`src/rtl/param_multicycle_core.sv`:
```
// Multi-cycle execute core: one instruction per valid/ready handshake, then an
// execute phase and a write-back phase into a parameterised register file.
module param_multicycle_core #(
    parameter int DATA_W  = 16,
    parameter int NREGS   = 8,
    parameter int INSTR_W = 16
) (
    input  logic                     clk,
    input  logic                     reset,
    input  logic                     run,
    input  logic [INSTR_W-1:0]       instr,
    input  logic                     instr_valid,
    output logic                     instr_ready,
    output logic [DATA_W-1:0]        d_out,
    output logic                     done,
    output logic                     illegal,
    input  logic [$clog2(NREGS)-1:0] dbg_addr,
    output logic [DATA_W-1:0]        dbg_data
);
    localparam int RAW   = $clog2(NREGS);
    localparam int RAW2  = $clog2(DATA_W);
    localparam int IMM_W = INSTR_W - RAW - 5;

    typedef enum logic [1:0] {
        IDLE,
        EXEC,
        WB
    } state_t;

    state_t state;
    state_t state_next;

    logic [INSTR_W-1:0] instr_q;
    logic [DATA_W-1:0]  result_q;
    logic [DATA_W-1:0]  regs [NREGS];

    logic [RAW-1:0]    rx;
    logic [RAW-1:0]    ry;
    logic [IMM_W-1:0]  imm_raw;
    logic [DATA_W-1:0] imm;
    logic [2:0]        op;
    logic [1:0]        fmt;
    logic [DATA_W-1:0] a;
    logic [DATA_W-1:0] b;
    logic [DATA_W-1:0] alu_res;
    logic              accept;
    logic              exec_en;
    logic              wb_en;
    logic              wb_write;

    // The immediate overlaps the ry field; decoding always works from the latched word.
    assign rx      = instr_q[INSTR_W-1 -: RAW];
    assign ry      = instr_q[INSTR_W-1-RAW -: RAW];
    assign imm_raw = instr_q[INSTR_W-1-RAW:5];
    assign op      = instr_q[4:2];
    assign fmt     = instr_q[1:0];

    generate
        if (IMM_W >= DATA_W) begin : g_imm_trunc
            assign imm = imm_raw[DATA_W-1:0];
        end else begin : g_imm_ext
            assign imm = {{(DATA_W-IMM_W){1'b0}}, imm_raw};
        end
    endgenerate

    assign a = regs[rx];
    assign b = (fmt == 2'd1) ? imm : regs[ry];

    always_comb begin
        alu_res = '0;
        if (fmt == 2'd2) begin
            alu_res = b;
        end else begin
            case (op)
                3'd0: alu_res = a + b;
                3'd1: alu_res = a - b;
                3'd2: alu_res = a & b;
                3'd3: alu_res = a | b;
                3'd4: alu_res = a ^ b;
                3'd5: alu_res = a << b[RAW2-1:0];
                3'd6: alu_res = a >> b[RAW2-1:0];
                3'd7: alu_res = {{(DATA_W-1){1'b0}}, (a < b)};
            endcase
        end
    end

    always_comb begin
        state_next  = state;
        instr_ready = 1'b0;
        accept      = 1'b0;
        exec_en     = 1'b0;
        wb_en       = 1'b0;
        if (run) begin
            unique case (state)
                IDLE: begin
                    instr_ready = 1'b1;
                    if (instr_valid) begin
                        accept     = 1'b1;
                        state_next = EXEC;
                    end
                end
                EXEC: begin
                    exec_en    = 1'b1;
                    state_next = WB;
                end
                WB: begin
                    wb_en      = 1'b1;
                    state_next = IDLE;
                end
                default: state_next = IDLE;
            endcase
        end
    end

    assign wb_write = wb_en && (fmt != 2'd3);

    always_ff @(posedge clk or posedge reset) begin
        if (reset) begin
            state <= IDLE;
        end else begin
            state <= state_next;
        end
    end

    // done/illegal clear on every edge, so a pulse ends even while run is low.
    always_ff @(posedge clk or posedge reset) begin
        if (reset) begin
            instr_q  <= '0;
            result_q <= '0;
            d_out    <= '0;
            done     <= 1'b0;
            illegal  <= 1'b0;
        end else begin
            done    <= wb_en;
            illegal <= wb_en && (fmt == 2'd3);
            if (accept) begin
                instr_q <= instr;
            end
            if (exec_en) begin
                result_q <= alu_res;
            end
            if (wb_write) begin
                d_out <= result_q;
            end
        end
    end

    always_ff @(posedge clk or posedge reset) begin
        if (reset) begin
            for (int i = 0; i < NREGS; i++) begin
                regs[i] <= '0;
            end
        end else if (wb_write) begin
            regs[rx] <= result_q;
        end
    end

    assign dbg_data = regs[dbg_addr];

endmodule

```
`config.mk`:
```
export PLATFORM = sky130hd
export DESIGN_NAME = param_multicycle_core
export DESIGN_NICKNAME = d
export VERILOG_FILES = /design/src/rtl/param_multicycle_core.sv
export SDC_FILE = /design/constraint.sdc
export NUM_CORES = 1
export LEC_CHECK = 0
export CAP_MARGIN = 30
export CORE_MARGIN = 5
export CORE_UTILIZATION = 67
export DETAILED_ROUTE_END_ITERATION = 8
export PLACE_DENSITY = 0.87
export SYNTH_ARGS = -nofsm -noshare
export SYNTH_HDL_FRONTEND = slang
export SYNTH_SLANG_ARGS = --single-unit
```
`constraint.sdc`:
```
create_clock -name clk -period 8.96 [get_ports clk]
set_input_delay 0.896 -clock clk [delete_from_list [all_inputs] [get_ports clk]]
set_output_delay 0.896 -clock clk [all_outputs]
set_load 0.1 [all_outputs]
```
Yosys cells after proc, flatten, opt, wreduce, memory -nomap -nowiden

Cells that the tools add are included.

Input bits: 23
Word-level logic and storage cells: 75
Flip-flop bits (word level): 180
Output and inout bits: 35

Multiplexer cells: 26
Add/sub/neg operators: 2
Bitwise gates (word level): 6
Equal/unequal tests: 14
Reductions and logical operators: 6
Order comparisons: 5
Shift-type cells: 2

Operator list:

| cell                                                                 | count |
|---|---|
| 16-bit binary-select mux with 3-bit select                           | 3 |
| 16-bit 2-to-1 mux                                                    | 9 |
| 128-bit bitwise mux                                                  | 1 |
| 16-bit case mux with 8 select lines                                  | 1 |
| 16-bit demux with 3-bit select                                       | 1 |
| 16-bit adder                                                         | 1 |
| 16-bit bitwise AND                                                   | 1 |
| 16-bit < comparator                                                  | 1 |
| 16-bit bitwise OR                                                    | 1 |
| 16-bit by 4-bit << shifter with 16-bit output                        | 1 |
| 16-bit by 4-bit >> shifter with 16-bit output                        | 1 |
| 16-bit subtractor                                                    | 1 |
| 16-bit XOR                                                           | 1 |
| 3-bit == test, second input constant                                 | 4 |
| 4-bit >= comparator, second input constant                           | 3 |
| 3-bit inverter with 4-bit output                                     | 3 |
| 1-bit 2-to-1 mux                                                     | 9 |
| 2-bit == test, second input constant                                 | 3 |
| 3-bit by 2-bit == test with 1-bit output, second input constant      | 2 |
| 2-bit by 1-bit == test with 1-bit output, second input constant      | 2 |
| 4-bit by 1-bit < comparator with 1-bit output, second input constant | 1 |
| 2-bit inequality test, second input constant                         | 2 |
| 2-bit case mux with 2 select lines                                   | 1 |
| 3-bit by 1-bit == test with 1-bit output, second input constant      | 1 |
| other kinds (5)                                                      | 7 |

Depth between registers and ports, before layout

Gate-level depths: netlist of the first run.

Depth after elaboration: 8
Mapped depth: 19
Mapped depth without buffers: 16

Worst setup path after synthesis of the first run

OpenSTA, ideal clock, no wires.

Kind: input to register
Start point: input run
End point: register instr_q[10]
Data arrival time: 4,072 ps
Setup time: 125 ps
Required time: 8,835 ps
Stages on the path: 5
Buffers on the path: 1
Path slack: 4,763 ps
Path through: inv_1 nor3_1 and2_1 clkbuf_1 mux2_2

Longest elaborated chain between the ends: 1

RTL lines:

| item                 | RTL line | text |
|---|---|---|
| from (decl)          | 10       | `input logic run,` |
| 1-bit 2-to-1 mux     | 93       | `if (run) begin` |
| to (signal assigned) | 137      | `instr_q <= instr;` |
| to (decl)            | 33       | `logic [INSTR_W-1:0] instr_q;` |

No other way between the ends.
A chain may end at the register's enable or synchronous reset.

Worst setup path in the final report of the first run

Start point: register instr_q[11]
End point: register result_q[12]

Longest elaborated chain between the ends: 8
Elaborated cells between the ends (all ways): 14
Classes of those cells: 2 x add/sub; 2 x shift; 6 x mux; 4 x bitwise

RTL lines:

| item                                                   | RTL line | text |
|---|---|---|
| 3-bit inverter with 4-bit output (implied by the code) | 67       | `assign b = (fmt == 2'd1) ? imm : regs[ry];` |
| 16-bit binary-select mux with 3-bit select             | 67       |  |
| 16-bit 2-to-1 mux (implied by the code) (2 in series)  | 67       |  |
| 16-bit 2-to-1 mux *                                    | 67       |  |
| 16-bit subtractor, or another cell as far along        | 76       | `3'd1: alu_res = a - b;` |
| 16-bit case mux with 8 select lines                    | 74       | `case (op)` |
| 16-bit 2-to-1 mux *                                    | 71       | `if (fmt == 2'd2) begin` |
| to (signal assigned)                                   | 140      | `result_q <= alu_res;` |
| to (decl)                                              | 34       | `logic [DATA_W-1:0] result_q;` |

Every way passes the cells marked *; elsewhere a longest branch is shown, timed or not. The select of a mux whose other input is x is not followed.

==> flow_summary.yaml, run 1 <==
critical_path:
  slowest_delay_ns: 0.63
  critPathLaunchType: "register"
  cp.arrival_ns: 5.86
  crit_type: "reg2reg"
  crit_end: "result_q[12]$_DFFE_PP0P_"
  end_kind: "register"
  slowest_stage: "a21o_1"
  rr_endpoint: "result_q[12]$_DFFE_PP0P_"
  cp.required_ns: 9.33
  cpMostUsedCell: "o21ai_0"
  critPathLaunch: "instr_q[11]$_DFFE_PP0P_"
  r2r-start: "instr_q[11]$_DFFE_PP0P_"
  rr_worst_depth: 15
  critPathBufInv: 2
  crit_family: "compound AO/OA/AOI/OAI gates"
  cp_num_cells: 15
  r2r_slack_ns: 3.47
  crit_fanout: 43
  path_cells: "buf_4 > mux4_2 > mux2i_1 > a21o_1 > inv_2 > ha_1 > nor2b_1 > o31ai_1 > a21oi_1 > o41ai_1 > nor4b_1 > o21ai_0 > o21ai_0 > nor4_1 > o21ai_0"
logic_synthesis:
  synth-seq-cells: 180
  syn_area_um2: 13600
  postSynthCellCount: 1343
  yosys.cell_types.count: 80
  syn-num-nets: 1417
  seq_area_frac_synth: 0.331
  synth-edff-count: 0
  async_flop_share: 1.00
  ys.flop_type: "dfrtp_1"
  synth_warnings: 0
  avgSynthCellArea_um2: 10.1
global_route:
  antenna_found_initial: 0
  grt_pass1_wl_mm: 73.4
  grt-ovfl-total: 0
  grt.total_usage: 0.405
  grt_pass1_vias: 12300
  grt_max_degree: 107
place:
  place_congestion: 1.01
  port_buffers: 57
  place_area_um2: 14300
  hpwl_mm: 31.4
cells_and_area:
  final_area_um2: 14900
  num-fill-cells: 1261
  nNetsFinal: 1415
  drive_gt1_frac: 0.245
  antennaDiodeCount: 0
  synthToLayoutAreaGrowth_pct: 9.69
  layout_commonest_cell: "dfrtp_1"
  final_cell_mix: "dfrtp_1, mux2_2, nand2_1, nor2_1, o21ai_0"
  regArea_um2: 4510
  multiInputGateArea_um2: 8370
detailed_routing:
  dr.pass1.iters: 6
  ant_nets: 0
  finalWirelength_mm: 49.0
  vias: 12400
  wl_per_cell_um: 30.2
  viasPerCell: 7.64
  dr.first_iter.drc_count: 2053
  drc: 0
timing:
  setup_viol: 0
  slew_headroom: 0.227
  rsz0062_at_grt: "no"
  fin_crit_ns: 5.49
  setup-tns-final_ns: 0
  post-route-period-util: 0.612
  hold_viol: 0
  drv_slew: 0
  finClkSkew_ns: 0.0140
  whs_ns: 0.477
  fmax_ghz: 0.182
  worst_pin_slew_ns: 1.15
clock_network:
  clk_latency_ns: 0.45
  cts_setup_buffers: 0
  clock_sinks: 180
  cts.clk_slew.worst_paths_ns: 0.08
  cts_max_path_buffers: 2
  cts_buffers: 17
  cts_tree: "yes"
  post_cts_resized: 0
  htree_levels: 4
  cts_hold_buf: 0
  clockRootBuffer: "clkbuf_16"
power_and_ir_drop:
  irDropWorstVdd_uv: 391
  leakage_uw: 0.00654
  power_density_nw_per_um2: 428
floorplanning:
  core_area_um2: 20100
  fp-row-count: 52
  design.portCount: 58
  die_w_um: 152
  initial_utilization: 0.676
  die_area_um2: 23200
  die_h_um: 152
job:
  cap_violations: 0
run_status:
  status: "completed"
hold_path:
  hp-class: "reg2reg"
power breakdown:
group / internal, uW / switching, uW
Combinational: 1480 / 2620
Clock: 369 / 384
Sequential: 1100 / 438
worst reg2reg max path, delay by kind of cell (launching register included):
family	cells	cell delay (ns)
flip-flops	1	0.36
multiplexers	2	0.91
AND/OR/NAND/NOR	3	0.58
adder cells (fa/ha/maj)	1	0.39
AO/OA/AOI/OAI	7	2.21
buffers and inverters	2	0.97
cells by family after synthesis:
group | after synthesis | synth area share
AOI/OAI and AO/OA | 308 | 0.151
xor gates and xnor gates | 17 | 0.0110
adders and majority gates | 52 | 0.0488
buffers and inverters | 168 | 0.0550
DFF | 180 | 0.331
muxes | 300 | 0.298
and+or+nand+nor | 318 | 0.104
cells in the mapped netlist (all sizes together), types with 6 or more instances:
| master | n | share of area |
|---|---|---|
| dfrtp | 180 | 0.33 |
| mux2 | 176 | 0.15 |
| nand2 | 133 | 0.037 |
| nor2 | 89 | 0.025 |
| o21ai | 77 | 0.028 |
| mux4 | 65 | 0.11 |
| clkbuf | 60 | 0.017 |
| mux2i | 59 | 0.045 |
| a21oi | 55 | 0.020 |
| buf | 53 | 0.023 |
| inv | 53 | 0.015 |
| ha | 49 | 0.045 |
| o22ai | 30 | 0.014 |
| nor3 | 27 | 0.0099 |
| nand2b | 17 | 0.0078 |
| o221ai | 16 | 0.010 |
| o31ai | 15 | 0.0087 |
| xnor2 | 14 | 0.0090 |
| a211oi | 13 | 0.0072 |
| a31oi | 13 | 0.0060 |
| nand3 | 13 | 0.0048 |
| a21o | 9 | 0.0050 |
| a22oi | 9 | 0.0050 |
| o22a | 9 | 0.0058 |
| a221oi | 8 | 0.0056 |
| nor2b | 8 | 0.0037 |
| a2111oi | 7 | 0.0045 |
| nor3b | 7 | 0.0039 |
| o311ai | 6 | 0.0039 |
cell type report:
type | count | area share
repair buffers | 92 | 0.0609
flip-flops and latches | 180 | 0.302
inverters | 55 | 0.0145
multi-input cells | 995 | 0.561
well taps | 270 | 0.0227
clock inverters | 14 | 0.00973
clock buffers | 17 | 0.0285
worst min path at each step:
| stage | endpoint | slack, ns | cells past startpoint | start |
|---|---|---|---|---|
| 3_3_place_gp | d_out[11]$_DFFE_PP0P_ | 0.46 | 2 | d_out[11]$_DFFE_PP0P_ |
| 3_5_place_dp | d_out[8]$_DFFE_PP0P_ | 0.46 | 2 | d_out[8]$_DFFE_PP0P_ |
| 5_1_grt | d_out[8]$_DFFE_PP0P_ | 0.52 | 2 | d_out[8]$_DFFE_PP0P_ |
| 4_1_cts | d_out[12]$_DFFE_PP0P_ | 0.48 | 2 | d_out[12]$_DFFE_PP0P_ |
| 6_report | d_out[12]$_DFFE_PP0P_ | 0.48 | 2 | d_out[12]$_DFFE_PP0P_ |
| 2_1_floorplan | instr_q[9]$_DFFE_PP0P_ | 0.48 | 1 | instr_q[9]$_DFFE_PP0P_ |
metrics by stage:
| stage | utilization | std cells | setup WS (ns) | total power [uW] |
|---|---|---|---|---|
| floorplan | - | 1343 | 3.18 | 4320 |
| global placement | 0.708 | 1588 | 3.86 | 5280 |
| detailed placement | 0.712 | 1591 | 3.79 | 5370 |
| CTS | 0.740 | 1622 | 3.65 | 6190 |
| global route | 0.742 | 1623 | 3.30 | 6650 |
| finish | 0.742 | 1623 | 3.47 | 6380 |
state kept, by name, indices dropped and copies added (netlist names):
register  cells
done          1
illegal       1
d_out        16
state         2
regs        128
result_q     16
instr_q      16
per-layer routing:
layer  up-vias  share of wire  global-route usage
met5         -              0                   0
met2      1100           0.46               0.643
li1       4990              -                   -
met1      5970           0.35               0.514
met3       342           0.12              0.0991
met4         0          0.074               0.223
(Power assumes the default switching activity.)
==> run 2, diff against run 1 <==
Settings changed: CORE_UTILIZATION 67 to 62, PLACE_DENSITY 0.87 to 0.81.
Clock period 8.96 ns to 5.25 ns, I/O delays scaled along.
==> run 2 against run 1 <==
Effect of this change:
- hold slack about the same
- combinational power increased by 65%
- count of clock-buffer cells in the layout unchanged
- die area increased by 7.5%
- sequential power increased by 73%
- first-iteration DRC count decreased by 25%
- flip-flop and latch count unchanged
- design area increased by 0.44%
- power increased by 67%
- global-route usage decreased by 5.3 points
- via count decreased by 5.0%
- cell count increased by 1.5%
- critical path type unchanged
==> flow_summary.yaml, run 2 (synthesized netlist as in run 1, its figures left out) <==
run_status:
  status: "completed"
detailed_routing:
  ant_nets: 0
  dr.first_iter.drc_count: 1531
  wl_per_cell_um: 26.2
  viasPerCell: 7.15
  finalWirelength_mm: 43.1
  dr.pass1.iters: 6
  drc: 0
  vias: 11800
timing:
  slew_headroom: 0.337
  setup-tns-final_ns: 0
  finClkSkew_ns: 0.0147
  fin_crit_ns: 4.79
  fmax_ghz: 0.209
  hold_viol: 0
  worst_pin_slew_ns: 0.991
  setup_viol: 0
  post-route-period-util: 0.913
  layout_setup_ws_ns: 0.457
  whs_ns: 0.477
  drv_slew: 0
  rsz0062_at_grt: "no"
power_and_ir_drop:
  total_power_uw: 10700
  power_density_nw_per_um2: 714
  irDropWorstVdd_uv: 547
  leakage_uw: 0.00663
  seqPwrFrac: 0.247
  intPower_uw: 5110
  switching_share: 0.522
  share_clk_of_total_power: 0.120
  power.switching_uw: 5590
  pwr-share-comb: 0.633
cells_and_area:
  final_cell_mix: "dfrtp_1, mux2_2, nand2_1, nor2_1, o21ai_0"
  synthToLayoutAreaGrowth_pct: 10.2
  drive_gt1_frac: 0.266
  largest_reg_flops: 128
  nNetsFinal: 1429
  regMostFlops: "regs"
  antennaDiodeCount: 0
  layout_commonest_cell: "dfrtp_1"
  final_area_um2: 15000
floorplanning:
  initial_utilization: 0.627
  die_area_um2: 25000
  die_w_um: 158
  fp-row-count: 54
  core_area_um2: 21700
  design.portCount: 58
  die_h_um: 158
job:
  cap_violations: 0
clock_network:
  htree_levels: 4
  clk_latency_ns: 0.44
  cts_buffers: 17
  cts_max_path_buffers: 2
  cts.clk_slew.worst_paths_ns: 0.07
  clock_sinks: 180
  cts_hold_buf: 0
  clockRootBuffer: "clkbuf_16"
  cts_tree: "yes"
place:
  place_ws_ns: 0.379
  hpwl_mm: 30.5
  place_area_um2: 14400
  port_buffers: 57
  place_congestion: 1.02
global_route:
  grt_max_degree: 181
  grt.total_usage: 0.352
  antenna_found_initial: 0
  grt_pass1_vias: 11700
  grt_pass1_wl_mm: 67.4
  grt-ovfl-total: 0
critical_path:
  cp.arrival_ns: 5.16
  path_cells: "nand2_1 > o22a_1 > o22a_1 > inv_1 > fa_1 > nand2b_1 > a21oi_1 > o41ai_1 > o22ai_1 > o21ai_0 > o21ai_0 > a21o_1 > a2111oi_0 > o32a_1"
  cp.required_ns: 5.62
  crit_family: "compound AO/OA/AOI/OAI gates"
  slowest_stage: "dfrtp_4"
  crit_fanout: 33
  critPathBufInv: 1
  slowest_delay_ns: 0.70
  crit_type: "reg2reg"
  end_kind: "register"
  critPathLaunchType: "register"
hold_path:
  hp-class: "reg2reg"
[run 2: changes by cell type in the layout (fill, tap and decap cells not counted), sizes merged]
cell,change
bufinv,+1
inv,-1
clkdlybuf4s50,-16
clkinvlp,+3
clkinv,-3
buf,+30
[run 2: through the flow]
step / std cells / utilization
global placement: 1612 / 0.660
global route: 1647 / 0.691
finish: 1647 / 0.691
CTS: 1647 / 0.690
detailed placement: 1616 / 0.663
floorplan: 1343 / -
[run 2: area by class of cell]
class | count | area [um2]
Tap cell | 280 | 350
Fill cell | 1555 | 6710
Clock inverter | 14 | 163
Inverter | 55 | 215
Clock buffer | 17 | 425
Timing Repair Buffer | 106 | 941
Multi-Input combinational cell | 995 | 8370
Sequential cell | 180 | 4510
[run 2: what timing repair did]
item / in CTS / in global routing
endpoints found under the setup margin: 0 / 1
gates resized for setup: 0 / 2
buffers inserted: 0 / 0
[run 2: worst paths after layout]
check                                        start                      end  slack [ns]  cells past startpoint
min in group asynchronous                    reset     regs[27]$_DFFE_PP0P_        0.72                      3
max in group asynchronous                    reset  instr_q[10]$_DFFE_PP0P_        3.74                      3
setup reg to reg           instr_q[14]$_DFFE_PP0P_  result_q[0]$_DFFE_PP0P_        0.46                     14
hold reg to reg              d_out[13]$_DFFE_PP0P_    d_out[13]$_DFFE_PP0P_        0.48                      2
hold / removal               d_out[13]$_DFFE_PP0P_    d_out[13]$_DFFE_PP0P_        0.48                      2
setup / recovery           instr_q[14]$_DFFE_PP0P_  result_q[0]$_DFFE_PP0P_        0.46                     14
[run 2: tightest hold or removal path, delay by kind of cell, from the launching register on]
family           cells  cell delay, ns
flip-flops           1            0.34
AND/OR/NAND/NOR      2            0.10
[run 2: power by group through the flow]
stage / Combinational, uW / Clock, uW / Sequential [uW]
after detailed placement: 6550 / 0 / 2600
after global placement: 6450 / 0 / 2550
after CTS: 6610 / 1300 / 2590
after global routing: 7220 / 1350 / 2700
after floorplan: 4800 / 0 / 2570
final: 6770 / 1280 / 2640
[run 2: layer usage]
layer,track usage,share of wire,routed length [um]
met3,0.0689,0.11,4590
met1,0.478,0.38,16400
met4,0.165,0.050,2140
met5,0,0,0
met2,0.549,0.46,20100
==> run 3, diff against run 2 <==
Settings changed: CORE_UTILIZATION 62 to 30, PLACE_DENSITY 0.81 to not set.
==> run 3 against run 2 <==
Effect of this change:
- critical path depth up 1
- first-iteration DRC count down 27%
- wire length up 9.5%
- combinational power up 0.9%
- sequential share of layout area down 0.80 points
- sequential power about the same
- clock skew down 0.00076 ns
- global-route usage down 16 points
- count of clock-buffer cells in the layout up 1
- critical endpoint is now result_q[12]$_DFFE_PP0P_
- largest power group unchanged
==> flow_summary.yaml, run 3 (synthesized netlist as in run 1, its figures left out) <==
cells_and_area:
  synthToLayoutAreaGrowth_pct: 13.1
  largest_reg_flops: 128
  layout_commonest_cell: "dfrtp_1"
  final_cell_mix: "dfrtp_1, mux2_2, nand2_1, nor2_1, o21ai_0"
  nNetsFinal: 1432
  regMostFlops: "regs"
  drive_gt1_frac: 0.268
  antennaDiodeCount: 0
  fin_cells: 1971
floorplanning:
  die_area_um2: 49700
  fp-row-count: 78
  core_area_um2: 45100
  die_w_um: 223
  design.portCount: 58
  die_h_um: 223
  initial_utilization: 0.302
clock_network:
  htree_levels: 4
  cts_hold_buf: 0
  cts.clk_slew.worst_paths_ns: 0.08
  clock_sinks: 180
  cts_setup_buffers: 0
  cts_buffers: 17
  clk_latency_ns: 0.45
  post_cts_resized: 0
  clockRootBuffer: "clkbuf_16"
  cts_tree: "yes"
  cts_max_path_buffers: 2
critical_path:
  cpMostUsedCell: "o21ai_0"
  cp.required_ns: 5.57
  end_kind: "register"
  critPathBufInv: 2
  critPathLaunchType: "register"
  crit_fanout: 16
  crit_family: "compound AO/OA/AOI/OAI gates"
  slowest_delay_ns: 0.77
  crit_type: "reg2reg"
  cp.arrival_ns: 5.24
  path_cells: "mux4_2 > mux2i_1 > a21o_1 > buf_4 > inv_2 > ha_1 > nor2b_1 > o31ai_1 > a21oi_1 > o41ai_1 > nor3_1 > o21ai_0 > o21ai_0 > nor4_1 > o21ai_0"
  r2r_slack_ns: 0.34
  slowest_stage: "dfrtp_1"
power_and_ir_drop:
  leakage_uw: 0.00664
  power.switching_uw: 5660
  irDropWorstVdd_uv: 415
  pwr-share-comb: 0.633
  seqPwrFrac: 0.246
  power_density_nw_per_um2: 702
  share_clk_of_total_power: 0.122
  switching_share: 0.525
  intPower_uw: 5130
timing:
  setup_viol: 0
  worst_pin_slew_ns: 1.03
  hold_viol: 0
  setup-tns-final_ns: 0
  fmax_ghz: 0.204
  post-route-period-util: 0.936
  slew_headroom: 0.311
  finClkSkew_ns: 0.0139
  drv_slew: 0
  rsz0062_at_grt: "no"
  fin_crit_ns: 4.91
global_route:
  grt-ovfl-total: 0
  grt_max_degree: 55
  antenna_found_initial: 0
  grt_pass1_wl_mm: 72.4
  grt.total_usage: 0.188
  grt_pass1_vias: 11500
run_status:
  status: "completed"
detailed_routing:
  viasPerCell: 5.77
  dr.first_iter.drc_count: 1110
  vias: 11400
  drc: 0
  ant_nets: 0
  wl_per_cell_um: 24.0
  finalWirelength_mm: 47.2
  dr.pass1.iters: 5
place:
  port_buffers: 57
  place_congestion: 0.997
  hpwl_mm: 34.4
  dp_cells: 1939
job:
  cap_violations: 0
hold_path:
  hp-class: "reg2reg"
## run 3: area by class of cell
type | instances | area, um2
Tap cell | 600 | 751
Timing Repair Buffer | 109 | 936
Inverter | 55 | 215
Fill cell | 4596 | 29700
Clock inverter | 14 | 145
Multi-Input combinational cell | 995 | 8380
Clock buffer | 18 | 439
Sequential cell | 180 | 4510
## run 3: path summary, 6_finish.rpt
kind	start	to	cells past startpoint
max in group asynchronous	reset	instr_q[14]$_DFFE_PP0P_	3
setup / recovery	instr_q[11]$_DFFE_PP0P_	result_q[12]$_DFFE_PP0P_	15
hold / removal	d_out[9]$_DFFE_PP0P_	d_out[9]$_DFFE_PP0P_	2
hold reg to reg	d_out[9]$_DFFE_PP0P_	d_out[9]$_DFFE_PP0P_	2
setup reg to reg	instr_q[11]$_DFFE_PP0P_	result_q[12]$_DFFE_PP0P_	15
min in group asynchronous	reset	regs[42]$_DFFE_PP0P_	2
## run 3: stage by stage
stage | area (um2) | setup slack (ns) | hold WS, ns | utilization | total power (uW)
final | 15400 | 0.338 | 0.482 | 0.341 | 10800
after floorplan | 13600 | 1.11 | 0.475 | - | 7370
after CTS | 15400 | 0.329 | 0.489 | 0.341 | 10700
after global routing | 15400 | 0.0139 | 0.502 | 0.341 | 11400
after global placement | 14800 | 0.526 | 0.465 | 0.327 | 9230
after detailed placement | 14800 | 0.350 | 0.461 | 0.328 | 9300
## run 3: metal layers
| layer | GRT usage | wire (um) | vias up |
|---|---|---|---|
| met5 | 0 | 0 | - |
| met4 | 0.0634 | 1430 | 0 |
| met3 | 0.0292 | 3140 | 81 |
| met2 | 0.299 | 21900 | 482 |
| met1 | 0.262 | 20800 | 5779 |
| li1 | - | - | 5022 |
## run 3: worst reg2reg max path: stages (launching register included)
cell and delay [ns]:
dfrtp_1 0.77, mux4_2 0.58, mux2i_1 0.37, a21o_1 0.22, buf_4 0.26, inv_2 0.06
ha_1 0.25, nor2b_1 0.17, o31ai_1 0.43, a21oi_1 0.19, o41ai_1 0.59, nor3_1 0.08
o21ai_0 0.20, o21ai_0 0.18, nor4_1 0.31, o21ai_0 0.15
## run 3: power by group through the flow
stage	clock (uW)	combinational, uW	sequential [uW]
floorplan	0	4800	2570
detailed placement	0	6670	2640
global route	1400	7290	2720
global placement	0	6620	2600
finish	1310	6830	2650
CTS	1340	6710	2620
